## src/rtl/click_pkg.sv

```systemverilog
// Shared types and helpers for the click gesture decoder.
//  click_state_t : gesture FSM state (IDLE = no gesture open, WAIT = gesture open)
//  clog2_safe    : ceil(log2(n)), never less than 1, for register widths
package click_pkg;

   typedef enum logic {IDLE, WAIT} click_state_t;

   function automatic int unsigned clog2_safe(input int unsigned n);
      int unsigned w;
      w = 1;
      while ((2 ** w) < n) begin
         w = w + 1;
      end
      return w;
   endfunction

endpackage

```

## src/rtl/click_window_timer.sv

```systemverilog
// Inactivity window timer for the click decoder.
//  clk     : system clock, rising edge
//  rst     : synchronous active-high reset, clears the counter
//  clear   : restart the window (counter back to 0), priority over en
//  en      : advance the counter by one, saturating at WINDOW-1
//  expired : counter has reached WINDOW-1
module click_window_timer
   import click_pkg::*;
#(
   parameter int unsigned WINDOW = 50
) (
   input  logic clk,
   input  logic rst,
   input  logic clear,
   input  logic en,
   output logic expired
);

   localparam int unsigned TMR_W = clog2_safe(WINDOW);

   logic [TMR_W-1:0] tmr_q;
   logic [TMR_W-1:0] tmr_d;

   assign expired = (tmr_q == TMR_W'(WINDOW - 1));

   always_comb begin
      tmr_d = tmr_q;
      if (clear) begin
         tmr_d = '0;
      end else if (en && !expired) begin
         tmr_d = tmr_q + TMR_W'(1);
      end
   end

   always_ff @(posedge clk) begin
      if (rst) begin
         tmr_q <= '0;
      end else begin
         tmr_q <= tmr_d;
      end
   end

endmodule

```

## src/rtl/click_decoder.sv

```systemverilog
// Groups single-cycle tick pulses into multi-click gestures. A gesture closes
// after WINDOW tick-free cycles or as soon as MAX_CLICKS ticks have arrived.
//  clk   : system clock, rising edge
//  rst   : synchronous active-high reset, discards any open gesture
//  tick  : 1-cycle click pulse, may be high on consecutive cycles
//  done  : 1-cycle strobe, gesture complete and count valid
//  count : clicks in the last gesture, held until the next done
//  busy  : a gesture is open
module click_decoder
   import click_pkg::*;
#(
   parameter int unsigned WINDOW     = 50,
   parameter int unsigned MAX_CLICKS = 3
) (
   input  logic                                clk,
   input  logic                                rst,
   input  logic                                tick,
   output logic                                done,
   output logic [clog2_safe(MAX_CLICKS+1)-1:0] count,
   output logic                                busy
);

   localparam int unsigned CNT_W = clog2_safe(MAX_CLICKS + 1);

   click_state_t     state_q, state_d;
   logic [CNT_W-1:0] clicks_q, clicks_d;
   logic [CNT_W-1:0] count_q, count_d;
   logic             done_q, done_d;
   logic [CNT_W-1:0] clicks_inc;
   logic             tmr_clear;
   logic             tmr_en;
   logic             expired;

   // The timer is held at zero outside a gesture and restarted by every tick,
   // so the window always measures time since the most recent click.
   assign tmr_clear = tick || (state_q == IDLE);
   assign tmr_en    = (state_q == WAIT);

   click_window_timer #(
      .WINDOW (WINDOW)
   ) u_timer (
      .clk     (clk),
      .rst     (rst),
      .clear   (tmr_clear),
      .en      (tmr_en),
      .expired (expired)
   );

   assign clicks_inc = clicks_q + CNT_W'(1);

   always_comb begin
      state_d  = state_q;
      clicks_d = clicks_q;
      count_d  = count_q;
      done_d   = 1'b0;
      unique case (state_q)
         IDLE: begin
            if (tick) begin
               clicks_d = CNT_W'(1);
               if (MAX_CLICKS == 1) begin
                  done_d  = 1'b1;
                  count_d = CNT_W'(1);
               end else begin
                  state_d = WAIT;
               end
            end
         end
         WAIT: begin
            // A tick on the timeout edge extends the gesture instead of closing it.
            if (tick) begin
               clicks_d = clicks_inc;
               if (clicks_inc == CNT_W'(MAX_CLICKS)) begin
                  done_d  = 1'b1;
                  count_d = clicks_inc;
                  state_d = IDLE;
               end
            end else if (expired) begin
               done_d  = 1'b1;
               count_d = clicks_q;
               state_d = IDLE;
            end
         end
         default: state_d = IDLE;
      endcase
   end

   always_ff @(posedge clk) begin
      if (rst) begin
         state_q  <= IDLE;
         clicks_q <= '0;
         count_q  <= '0;
         done_q   <= 1'b0;
      end else begin
         state_q  <= state_d;
         clicks_q <= clicks_d;
         count_q  <= count_d;
         done_q   <= done_d;
      end
   end

   assign done  = done_q;
   assign count = count_q;
   assign busy  = (state_q == WAIT);

endmodule
```

## config.mk

```make
export PLATFORM = sky130hd
export DESIGN_NAME = click_decoder
export DESIGN_NICKNAME = d
export VERILOG_FILES = /design/src/rtl/click_pkg.sv /design/src/rtl/click_window_timer.sv /design/src/rtl/click_decoder.sv
export SDC_FILE = /design/constraint.sdc
export NUM_CORES = 1
export LEC_CHECK = 0
export ABC_AREA = 1
export CORE_MARGIN = 5
export CORE_UTILIZATION = 40
export DETAILED_ROUTE_END_ITERATION = 12
export HOLD_SLACK_MARGIN = 0.05
export PLACE_DENSITY = 0.64
export SLEW_MARGIN = 20
export SYNTH_ARGS = -nofsm -noshare
export SYNTH_HDL_FRONTEND = slang
export SYNTH_SLANG_ARGS = --single-unit
```

## constraint.sdc

```tcl
create_clock -name clk -period 2.3 [get_ports clk]
set_input_delay 0.46 -clock clk [delete_from_list [all_inputs] [get_ports clk]]
set_output_delay 0.46 -clock clk [all_outputs]
set_load 0.005 [all_outputs]
```

Word level (Yosys, flattened, before mapping)
Cells that the tools add are included.
- equal/unequal tests: 5
- bitwise operators: 1
- muxes and demuxes: 14
- $add $sub $neg: 2
- reductions and logical operators: 8
- operators with widths (operator ; number):
    $mux 2 ; 5
    $mux 1 ; 7
    $add 6x1->6 const B ; 1
    $eq 6x6->1 const B ; 1
    $ne 2x2->1 const B ; 2
    $pmux 2 s2 ; 1
    $reduce_or 2->1 ; 2
    $reduce_and 3->1 ; 1
    $add 2x1->2 const B ; 1
    $eq 2x2->1 const B ; 1
    $ne 2x1->1 const B ; 1
    $pmux 1 s2 ; 1
    $reduce_and 2->1 ; 1
    $reduce_bool 2->1 ; 1
    $logic_and 1x1->1 ; 1
    $logic_not 1->1 ; 1
    $logic_or 1x1->1 ; 1
    $not 1->1 ; 1
- output and inout port bits: 4
- register bits: 12

Longest topological paths before layout
Gate-level depths: netlist of run 1.
- depth after elaboration: 5
- mapped depth: 9
- gate-level depth less buffers: 9

Cells and area by module
Synthesis of run 1 repeated with hierarchy kept, for this count alone.
- cell total of the unflattened synthesis: 101
- area, all modules: 728.2 um2
- by module, submodules not included (module ; area an instance (um2) ; cells an instance ; instances):
    click_window_timer ; 390.4 ; 59 ; 1
    click_decoder ; 337.8 ; 42 ; 1

Worst setup path after synthesis of run 1
Ideal clock, no wire load.
- path type: flip-flop to flip-flop
- start: reg u_timer.tmr_q[1]
- end: reg u_timer.tmr_q[0]
- clock period less this slack: 1.183 ns
- required time: 2.234 ns
- cell stages (with the launch flop): 9
- slack: 1.117 ns
- arrival time: 1.117 ns
- cell sequence: dfxtp_1 -> inv_1 -> ha_1 -> inv_1 -> nor2_2 -> nand2_2 -> nand2_2 -> or2_1 -> a21oi_2
- longest elaborated chain between the ends: 3
- RTL lines (item ; RTL line ; source):
    from (decl) ; click_window_timer.sv:21 ; logic [TMR_W-1:0] tmr_q;
    from (signal assigned) ; click_window_timer.sv:39 ; tmr_q <= tmr_d;
    $eq 6x6->1 ; click_window_timer.sv:24 ; assign expired = (tmr_q == TMR_W'(WINDOW - 1));
    $logic_not 1->1 ; click_window_timer.sv:30 ; end else if (en && !expired) begin
    $logic_and 1x1->1 ; click_window_timer.sv:30 ;
Every way passes these cells.
A chain may end at the register's enable or synchronous reset.

Worst setup path after layout of run 1
- start: reg state_q, in the netlist busy
- end: out busy
- RTL lines (item ; RTL line ; source):
    from (decl) ; click_decoder.sv:25 ; click_state_t state_q, state_d;
    from (signal assigned) ; click_decoder.sv:94 ; state_q <= state_d;
    to (decl) ; click_decoder.sv:20 ; output logic busy
No word-level cell between the ends.

==> results of run 1 <==
[tightest hold or removal path: stages (launching register included)]
cell and delay, ps:
dfxtp_1 320, nand2_1 60, a21oi_1 50
[where the power goes]
part,switching [uW],internal [uW]
registers,6.24,214
logic,24.6,20.0
clock network,67.6,60.5
[sequential cells by signal (all words and copies together), names as in the netlist]
name / flops
done: 1
u_timer.tmr_q: 6
count: 2
clicks_q: 2
busy: 1
[per-layer routing]
metal  global-route usage, %  part of all wire, %  vias up
met2                   16.74                   49        7
met4                   4.036                 0.88        0
met5                       0                    0        -
li1                        -                    -      286
met1                   11.19                   44      238
met3                   6.442                  6.0        2
[stage by stage]
step                      utilization (%)  setup slack (ps)  hold WS (ps)
final                               48.02             595.6         471.4
after global routing                48.02             528.2         489.7
after CTS                           48.02             576.5         472.5
after detailed placement            46.47             674.5         459.2
after global placement              46.47             676.8         459.7
after floorplan                         -              1117         449.5
[layout by cell type (no fill, tap or decap), drive strengths merged]
cell / n
a211oi: 1
inv: 12
nand3: 5
o21ai: 4
ha: 3
dfxtp: 12
nor2: 10
clkdlybuf4s50: 6
a21oi: 11
clkbuf: 3
nand2: 24
xnor2: 1
or2: 1
[synthesized netlist by cell type]
| cell type | instances |
|---|---|
| a211oi_1 | 1 |
| xnor2_1 | 1 |
| a21oi_1 | 9 |
| nor2_2 | 3 |
| inv_1 | 11 |
| o21ai_0 | 2 |
| nand2_1 | 21 |
| nor2_1 | 7 |
| nand2_2 | 3 |
| or2_1 | 1 |
| o21ai_1 | 2 |
| ha_1 | 3 |
| a21oi_2 | 2 |
| dfxtp_1 | 12 |
| inv_2 | 1 |
| nand3_1 | 5 |
[cell families after synthesis]
group                    Yosys count  synth area share, %
AO/OA/AOI/OAI                     16                15.13
XOR/XNOR                           1                1.471
adder cells (fa/ha/maj)            3                6.303
buffers and inverters             12                7.562
flip-flops                        12                40.34
AND/OR/NAND/NOR                   40                29.20
[worst max path at each step]
stage | start | endpoint | cells after the start
global route | busy | busy | 1
finish | busy | busy | 1
global placement | tick | count[1] | 7
floorplan | u_timer.tmr_q[1] | u_timer.tmr_q[0] | 8
CTS | busy | busy | 1
detailed placement | rst | u_timer.tmr_q[4] | 6
[cell type report]
type	count	area (um2)
inverter	12	45.04
tap	16	20.02
clock buffer	3	22.52
fill	151	755.7
multi-input combinational	60	310.3
timing repair buffer	6	60.06
sequential	12	240.2
==> flow_summary.html, run 1 <==
<table>
<tr><th>Metric</th><th>Value</th></tr>
<tr><th colspan="2">Synth</th></tr>
<tr><td>Top cell type's share of synthesized area</td><td>40.34%</td></tr>
<tr><td>Syn avg cell area</td><td>7.090 um2</td></tr>
<tr><td>Number of storage elements in the synthesis netlist</td><td>12</td></tr>
<tr><td>Post-synthesis cell type with the largest combined area</td><td>dfxtp_1</td></tr>
<tr><td>Cell area after technology mapping</td><td>595.6 um2</td></tr>
<tr><td>Number of distinct library cells after synthesis</td><td>16</td></tr>
<tr><td>Synth Net Count</td><td>90</td></tr>
<tr><td>YS warnings</td><td>0</td></tr>
<tr><td>Seq/Total Area, Yosys</td><td>40.34%</td></tr>
<tr><td>Number of instances in the synthesized netlist</td><td>84</td></tr>
<tr><td>Biggest area contributors in the synthesized netlist</td><td>dfxtp_1 40%, nand2_1 13%, a21oi_1 7.6%</td></tr>
<tr><th colspan="2">Status</th></tr>
<tr><td>Run status</td><td>complete, no violations</td></tr>
<tr><th colspan="2">Worst setup path</th></tr>
<tr><td>Critical path launch point type</td><td>flop</td></tr>
<tr><td>Delay of the slowest critical-path stage</td><td>540 ps</td></tr>
<tr><td>Critical path type</td><td>reg2out</td></tr>
<tr><td>Highest-delay cell along the critical path</td><td>clkdlybuf4s50_1</td></tr>
<tr><td>Worst r2r src</td><td>u_timer.tmr_q[1]</td></tr>
<tr><td>Worst path cell trace</td><td>clkdlybuf4s50_1</td></tr>
<tr><td>Setup slack of the most critical reg-to-reg path</td><td>990 ps</td></tr>
<tr><td>Arr. time, crit path</td><td>1240 ps</td></tr>
<tr><td>Depth of the worst register-to-register path</td><td>8</td></tr>
<tr><td>Data required time at the worst endpoint</td><td>1840 ps</td></tr>
<tr><td>Crit. End Element</td><td>output pin</td></tr>
<tr><td>Critical path buffer and inverter count</td><td>1</td></tr>
<tr><td>Crit path max-delay family</td><td>buffers and inverters</td></tr>
<tr><td>Endpoint of the lowest-slack register-to-register path</td><td>u_timer.tmr_q[0]</td></tr>
<tr><td>Worst Path Max Fanout</td><td>6</td></tr>
<tr><th colspan="2">Final layout</th></tr>
<tr><td>Area delta synth-&gt;final</td><td>17.23%</td></tr>
<tr><td>Non-Filler Instances</td><td>109</td></tr>
<tr><td>Layout cells sized above 1</td><td>12.90%</td></tr>
<tr><td>Post-Layout Inst Area</td><td>698.2 um2</td></tr>
<tr><td>Ant. Diodes</td><td>0</td></tr>
<tr><td>Final #Nets</td><td>101</td></tr>
<tr><th colspan="2">Routing</th></tr>
<tr><td>Via density per instance</td><td>4.890</td></tr>
<tr><td>First-pass DRT Iterations</td><td>3</td></tr>
<tr><td>Remaining antenna violation count after routing</td><td>0</td></tr>
<tr><td># DRC</td><td>0</td></tr>
<tr><td>DRT Wirelength</td><td>1.133 mm</td></tr>
<tr><td>Iteration-0 DRC Markers</td><td>14</td></tr>
<tr><td>Post-DR wirelength/cell</td><td>10.39 um</td></tr>
<tr><td>Overall via count from detail_route</td><td>533</td></tr>
<tr><th colspan="2">Min path</th></tr>
<tr><td>Worst Hold Endpoint</td><td>count[1]</td></tr>
<tr><td>Worst hold path stage count</td><td>2</td></tr>
<tr><td>Worst Hold Launch</td><td>count[1]</td></tr>
<tr><td>Worst hold path class</td><td>reg2reg</td></tr>
<tr><th colspan="2">Timing</th></tr>
<tr><td>Minimum clock period</td><td>1704 ps</td></tr>
<tr><td>Unrepaired setup endpoints after global routing</td><td>false</td></tr>
<tr><td>Worst relative slew slack</td><td>84.42%</td></tr>
<tr><td>Total Negative Setup Slacks</td><td>0 ps</td></tr>
<tr><td>Total count of hold-check failures in the final report</td><td>0</td></tr>
<tr><td>Setup violation total in the final timing report</td><td>0</td></tr>
<tr><td>Ratio of final minimum period to clock period</td><td>74.10%</td></tr>
<tr><td>Count of pins over their slew limit</td><td>0</td></tr>
<tr><td>Achievable frequency</td><td>586.7 MHz</td></tr>
<tr><td>Fin Clk Skew</td><td>2.803 ps</td></tr>
<tr><td>Slew of the pin with the lowest slew margin</td><td>232.8 ps</td></tr>
<tr><th colspan="2">Floorplanning</th></tr>
<tr><td>Horiz. Die Dim</td><td>48.59 um</td></tr>
<tr><td>I/O pin count</td><td>7</td></tr>
<tr><td>Placeable core area</td><td>1454 um2</td></tr>
<tr><td>Std cell rows</td><td>14</td></tr>
<tr><td>Starting Density</td><td>40.96%</td></tr>
<tr><td>Area enclosed by the die boundary</td><td>2361 um2</td></tr>
<tr><td>Vertical extent of the die</td><td>48.59 um</td></tr>
<tr><th colspan="2">Power</th></tr>
<tr><td>Maximum vdd ir drop</td><td>0.4487 mV</td></tr>
<tr><td>Power density over the cells</td><td>562.8 nW/um2</td></tr>
<tr><td>Leakage</td><td>0.0002728 uW</td></tr>
<tr><td>Final Total Pwr</td><td>392.9 uW</td></tr>
<tr><th colspan="2">Clocking</th></tr>
<tr><td>Maximum clock path buffer count</td><td>2</td></tr>
<tr><td>Setup fix buffers added after clock tree synthesis</td><td>0</td></tr>
<tr><td>Insertion delay of the later-clocked pin in the worst-skew pair</td><td>270 ps</td></tr>
<tr><td>Hold buffer count at CTS</td><td>0</td></tr>
<tr><td>Clk root buf</td><td>clkbuf_4</td></tr>
<tr><td>Total of cells resized after clock tree synthesis</td><td>0</td></tr>
<tr><td>CTS buffer count</td><td>3</td></tr>
<tr><td>Clock tree from TritonCTS</td><td>yes</td></tr>
<tr><td>H-tree depth</td><td>1</td></tr>
<tr><td>Clock-pin slew of the registers on the worst-case setup and hold paths</td><td>70 ps</td></tr>
<tr><td>Clock sink count</td><td>12</td></tr>
<tr><th colspan="2">Placement</th></tr>
<tr><td>Cell area after placement</td><td>675.6 um2</td></tr>
<tr><td>Post-Place Cells</td><td>106</td></tr>
<tr><td>Estimated wirelength of the detail-placed design</td><td>876.8 um</td></tr>
<tr><td>IO Port Bufs</td><td>6</td></tr>
<tr><td>Last weighted congestion value of the routability-driven placer</td><td>0.8198</td></tr>
<tr><th colspan="2">Global route</th></tr>
<tr><td>Overall routing resource usage</td><td>10.52%</td></tr>
<tr><td>Vias in the first global route</td><td>504</td></tr>
<tr><td>Grt total ovfl</td><td>0</td></tr>
<tr><td>Global-route wire length before repair</td><td>1.994 mm</td></tr>
<tr><td>Initial antenna violation count</td><td>0</td></tr>
<tr><td>Largest net degree at the start of global routing</td><td>8</td></tr>
<tr><th colspan="2">Job</th></tr>
<tr><td>Max_cap viols</td><td>0</td></tr>
</table>
No activity file was read; power rests on OpenSTA's default activity.
==> inputs of run 2 (changes only) <==
- PLACE_DENSITY: 0.64 -> 0.67
- clock period: 2.3 -> 1.55 ns (I/O delays scaled with it)
==> flow_summary.html, run 2 (synthesized netlist as in run 1, its figures left out) <==
<table>
<tr><th>Metric</th><th>Value</th></tr>
<tr><th colspan="2">Floorplanning</th></tr>
<tr><td>Vertical extent of the die</td><td>48.59 um (unchanged)</td></tr>
<tr><td>Area enclosed by the die boundary</td><td>2361 um2 (unchanged)</td></tr>
<tr><td>I/O pin count</td><td>7 (unchanged)</td></tr>
<tr><td>Placeable core area</td><td>1454 um2 (unchanged)</td></tr>
<tr><td>Horiz. Die Dim</td><td>48.59 um (unchanged)</td></tr>
<tr><td>Std cell rows</td><td>14 (unchanged)</td></tr>
<tr><td>Starting Density</td><td>40.96% (unchanged)</td></tr>
<tr><th colspan="2">Worst setup path</th></tr>
<tr><td>Worst r2r src</td><td>u_timer.tmr_q[1] (unchanged)</td></tr>
<tr><td>Delay of the slowest critical-path stage</td><td>520 ps (was 540 ps)</td></tr>
<tr><td>Endpoint of the lowest-slack register-to-register path</td><td>u_timer.tmr_q[0] (unchanged)</td></tr>
<tr><td>Arr. time, crit path</td><td>1170 ps (was 1240 ps)</td></tr>
<tr><td>Worst path cell trace</td><td>clkdlybuf4s50_1 (unchanged)</td></tr>
<tr><td>Worst Path Max Fanout</td><td>6 (unchanged)</td></tr>
<tr><td>Highest-delay cell along the critical path</td><td>clkdlybuf4s50_1 (unchanged)</td></tr>
<tr><td>Depth of the worst register-to-register path</td><td>8 (unchanged)</td></tr>
<tr><td>Data required time at the worst endpoint</td><td>1240 ps (was 1840 ps)</td></tr>
<tr><td>Crit. End Element</td><td>output pin (unchanged)</td></tr>
<tr><td>Crit path max-delay family</td><td>buffers and inverters (unchanged)</td></tr>
<tr><td>Setup slack of the most critical reg-to-reg path</td><td>260 ps (was 990 ps)</td></tr>
<tr><td>Critical path type</td><td>reg2out (unchanged)</td></tr>
<tr><td>Critical path buffer and inverter count</td><td>1 (unchanged)</td></tr>
<tr><td>Critical path launch point type</td><td>flop (unchanged)</td></tr>
<tr><th colspan="2">Global route</th></tr>
<tr><td>Initial antenna violation count</td><td>0 (unchanged)</td></tr>
<tr><td>Grt total ovfl</td><td>0 (unchanged)</td></tr>
<tr><td>Largest net degree at the start of global routing</td><td>8 (unchanged)</td></tr>
<tr><td>Global-route wire length before repair</td><td>2.152 mm (was 1.994 mm)</td></tr>
<tr><td>Vias in the first global route</td><td>538 (was 504)</td></tr>
<tr><td>Overall routing resource usage</td><td>11.04% (was 10.52%)</td></tr>
<tr><th colspan="2">Timing</th></tr>
<tr><td>Worst relative slew slack</td><td>82.28% (was 84.42%)</td></tr>
<tr><td>Total Negative Setup Slacks</td><td>0 ps (unchanged)</td></tr>
<tr><td>Minimum clock period</td><td>1478 ps</td></tr>
<tr><td>Slew of the pin with the lowest slew margin</td><td>264.8 ps (was 232.8 ps)</td></tr>
<tr><td>Total count of hold-check failures in the final report</td><td>0 (unchanged)</td></tr>
<tr><td>Ratio of final minimum period to clock period</td><td>95.36%</td></tr>
<tr><td>Fin Clk Skew</td><td>2.569 ps (was 2.803 ps)</td></tr>
<tr><td>Setup violation total in the final timing report</td><td>0 (unchanged)</td></tr>
<tr><td>Count of pins over their slew limit</td><td>0 (unchanged)</td></tr>
<tr><td>Achievable frequency</td><td>676.5 MHz</td></tr>
<tr><td>Unrepaired setup endpoints after global routing</td><td>false (unchanged)</td></tr>
<tr><th colspan="2">Placement</th></tr>
<tr><td>Post-Place Cells</td><td>107 (was 106)</td></tr>
<tr><td>Cell area after placement</td><td>683.2 um2 (was 675.6 um2)</td></tr>
<tr><td>Last weighted congestion value of the routability-driven placer</td><td>0.8687 (was 0.8198)</td></tr>
<tr><td>Estimated wirelength of the detail-placed design</td><td>851.7 um (was 876.8 um)</td></tr>
<tr><td>IO Port Bufs</td><td>6 (unchanged)</td></tr>
<tr><th colspan="2">Clocking</th></tr>
<tr><td>Insertion delay of the later-clocked pin in the worst-skew pair</td><td>260 ps (was 270 ps)</td></tr>
<tr><td>Maximum clock path buffer count</td><td>2 (unchanged)</td></tr>
<tr><td>Clock tree from TritonCTS</td><td>yes (unchanged)</td></tr>
<tr><td>CTS buffer count</td><td>3 (unchanged)</td></tr>
<tr><td>Clock-pin slew of the registers on the worst-case setup and hold paths</td><td>70 ps (about the same)</td></tr>
<tr><td>Setup fix buffers added after clock tree synthesis</td><td>0 (unchanged)</td></tr>
<tr><td>Clk root buf</td><td>clkbuf_4 (unchanged)</td></tr>
<tr><td>Clock sink count</td><td>12 (unchanged)</td></tr>
<tr><td>Hold buffer count at CTS</td><td>0 (unchanged)</td></tr>
<tr><td>H-tree depth</td><td>1 (unchanged)</td></tr>
<tr><td>Total of cells resized after clock tree synthesis</td><td>1 (was 0)</td></tr>
<tr><th colspan="2">Final layout</th></tr>
<tr><td>Leading cell type in the layout, fill and taps excluded</td><td>nand2_1 (unchanged)</td></tr>
<tr><td>Layout cells sized above 1</td><td>15.79% (was 12.90%)</td></tr>
<tr><td>Non-Filler Instances</td><td>111 (was 109)</td></tr>
<tr><td>Flip-flop count of the largest register, all copies and words added</td><td>6 (unchanged)</td></tr>
<tr><td>Top library cells by usage in the layout, fill and taps aside</td><td>21 x nand2_1, 11 x inv_1, 11 x dfxtp_1 (was 21 x nand2_1, 12 x dfxtp_1, 11 x inv_1)</td></tr>
<tr><td>Area delta synth-&gt;final</td><td>21.01% (was 17.23%)</td></tr>
<tr><td>Ant. Diodes</td><td>0 (unchanged)</td></tr>
<tr><td>Post-Layout Inst Area</td><td>720.7 um2 (was 698.2 um2)</td></tr>
<tr><td>Register with the most flip-flops</td><td>u_timer.tmr_q (unchanged)</td></tr>
<tr><td>Final #Nets</td><td>102 (was 101)</td></tr>
<tr><th colspan="2">Routing</th></tr>
<tr><td>DRT Wirelength</td><td>1.082 mm (was 1.133 mm)</td></tr>
<tr><td>First-pass DRT Iterations</td><td>4 (was 3)</td></tr>
<tr><td>Remaining antenna violation count after routing</td><td>0 (unchanged)</td></tr>
<tr><td>Iteration-0 DRC Markers</td><td>5 (was 14)</td></tr>
<tr><td>Overall via count from detail_route</td><td>537 (was 533)</td></tr>
<tr><td>Post-DR wirelength/cell</td><td>9.748 um (was 10.39 um)</td></tr>
<tr><td># DRC</td><td>0 (unchanged)</td></tr>
<tr><td>Met2 wire length</td><td>489 um (was 550 um)</td></tr>
<tr><td>Via density per instance</td><td>4.838 (was 4.890)</td></tr>
<tr><td>Met3 Wirelength</td><td>83 um (was 68 um)</td></tr>
<tr><td>Uppermost signal routing layer after detailed routing</td><td>met4 (unchanged)</td></tr>
<tr><td>Length of routed wiring on met1</td><td>497 um (was 503 um)</td></tr>
<tr><th colspan="2">Job</th></tr>
<tr><td>Max_cap viols</td><td>0 (unchanged)</td></tr>
<tr><th colspan="2">Status</th></tr>
<tr><td>Run status</td><td>complete, no violations (unchanged)</td></tr>
<tr><th colspan="2">Power</th></tr>
<tr><td>Maximum vdd ir drop</td><td>0.3886 mV (was 0.4487 mV)</td></tr>
<tr><td>Power density over the cells</td><td>881.2 nW/um2 (was 562.8 nW/um2)</td></tr>
<tr><td>Leakage</td><td>0.0002851 uW (was 0.0002728 uW)</td></tr>
<tr><th colspan="2">Min path</th></tr>
<tr><td>Worst Hold Endpoint</td><td>count[1] (unchanged)</td></tr>
<tr><td>Worst hold path stage count</td><td>2 (unchanged)</td></tr>
<tr><td>Worst Hold Launch</td><td>count[1] (unchanged)</td></tr>
<tr><td>Worst hold path class</td><td>reg2reg (unchanged)</td></tr>
</table>
==> run 2: worst max-delay path by stage <==
stage,cells after the start,endpoint,startpoint,slack (ps)
after global placement,7,count[1],tick,90
after global routing,1,busy,busy,10
final,1,busy,busy,70
after floorplan,8,u_timer.tmr_q[0],u_timer.tmr_q[1],370
after detailed placement,7,count[1],tick,70
after CTS,1,busy,busy,50
==> run 2: power breakdown <==
group	total, uW	switching (uW)	internal [uW]
Sequential	327	9.19	318
Combinational	67.8	36.5	31.3
Clock	240	97.5	143
==> run 2: worst reg2reg max path, stage by stage, from the launching register on <==
cell	delay (ps)
dfxtp_1	380
inv_1	70
ha_1	180
inv_1	60
nor2_2	50
nand2_2	100
nand2_2	70
or2_1	220
a21oi_2	110
==> run 2: layout make-up <==
class,instances,area [um2]
Timing Repair Buffer,7,67.56
Inverter,12,45.04
Fill cell,145,733.2
Sequential cell,12,241.5
Multi-Input combinational cell,60,310.3
Clock buffer,4,36.28
Tap cell,16,20.02
==> run 2: layer usage <==
metal | vias to the layer above | GRT usage, %
met2 | 13 | 15.87
met5 | - | 0
met4 | 0 | 5.830
met1 | 231 | 14.04
met3 | 2 | 4.294
li1 | 291 | -
==> run 2: through the flow <==
stage                     total power (uW)  hold WS, ps  worst slack (ps)  utilization (%)
after global placement               402.5        447.6             85.61            46.99
after floorplan                      374.8        379.1             367.1                -
after detailed placement             402.8        466.0             65.95            46.99
after global routing                 678.9        507.0             10.35            49.57
after CTS                            649.3        477.0             52.42            49.57
final                                635.1        471.4             71.91            49.57
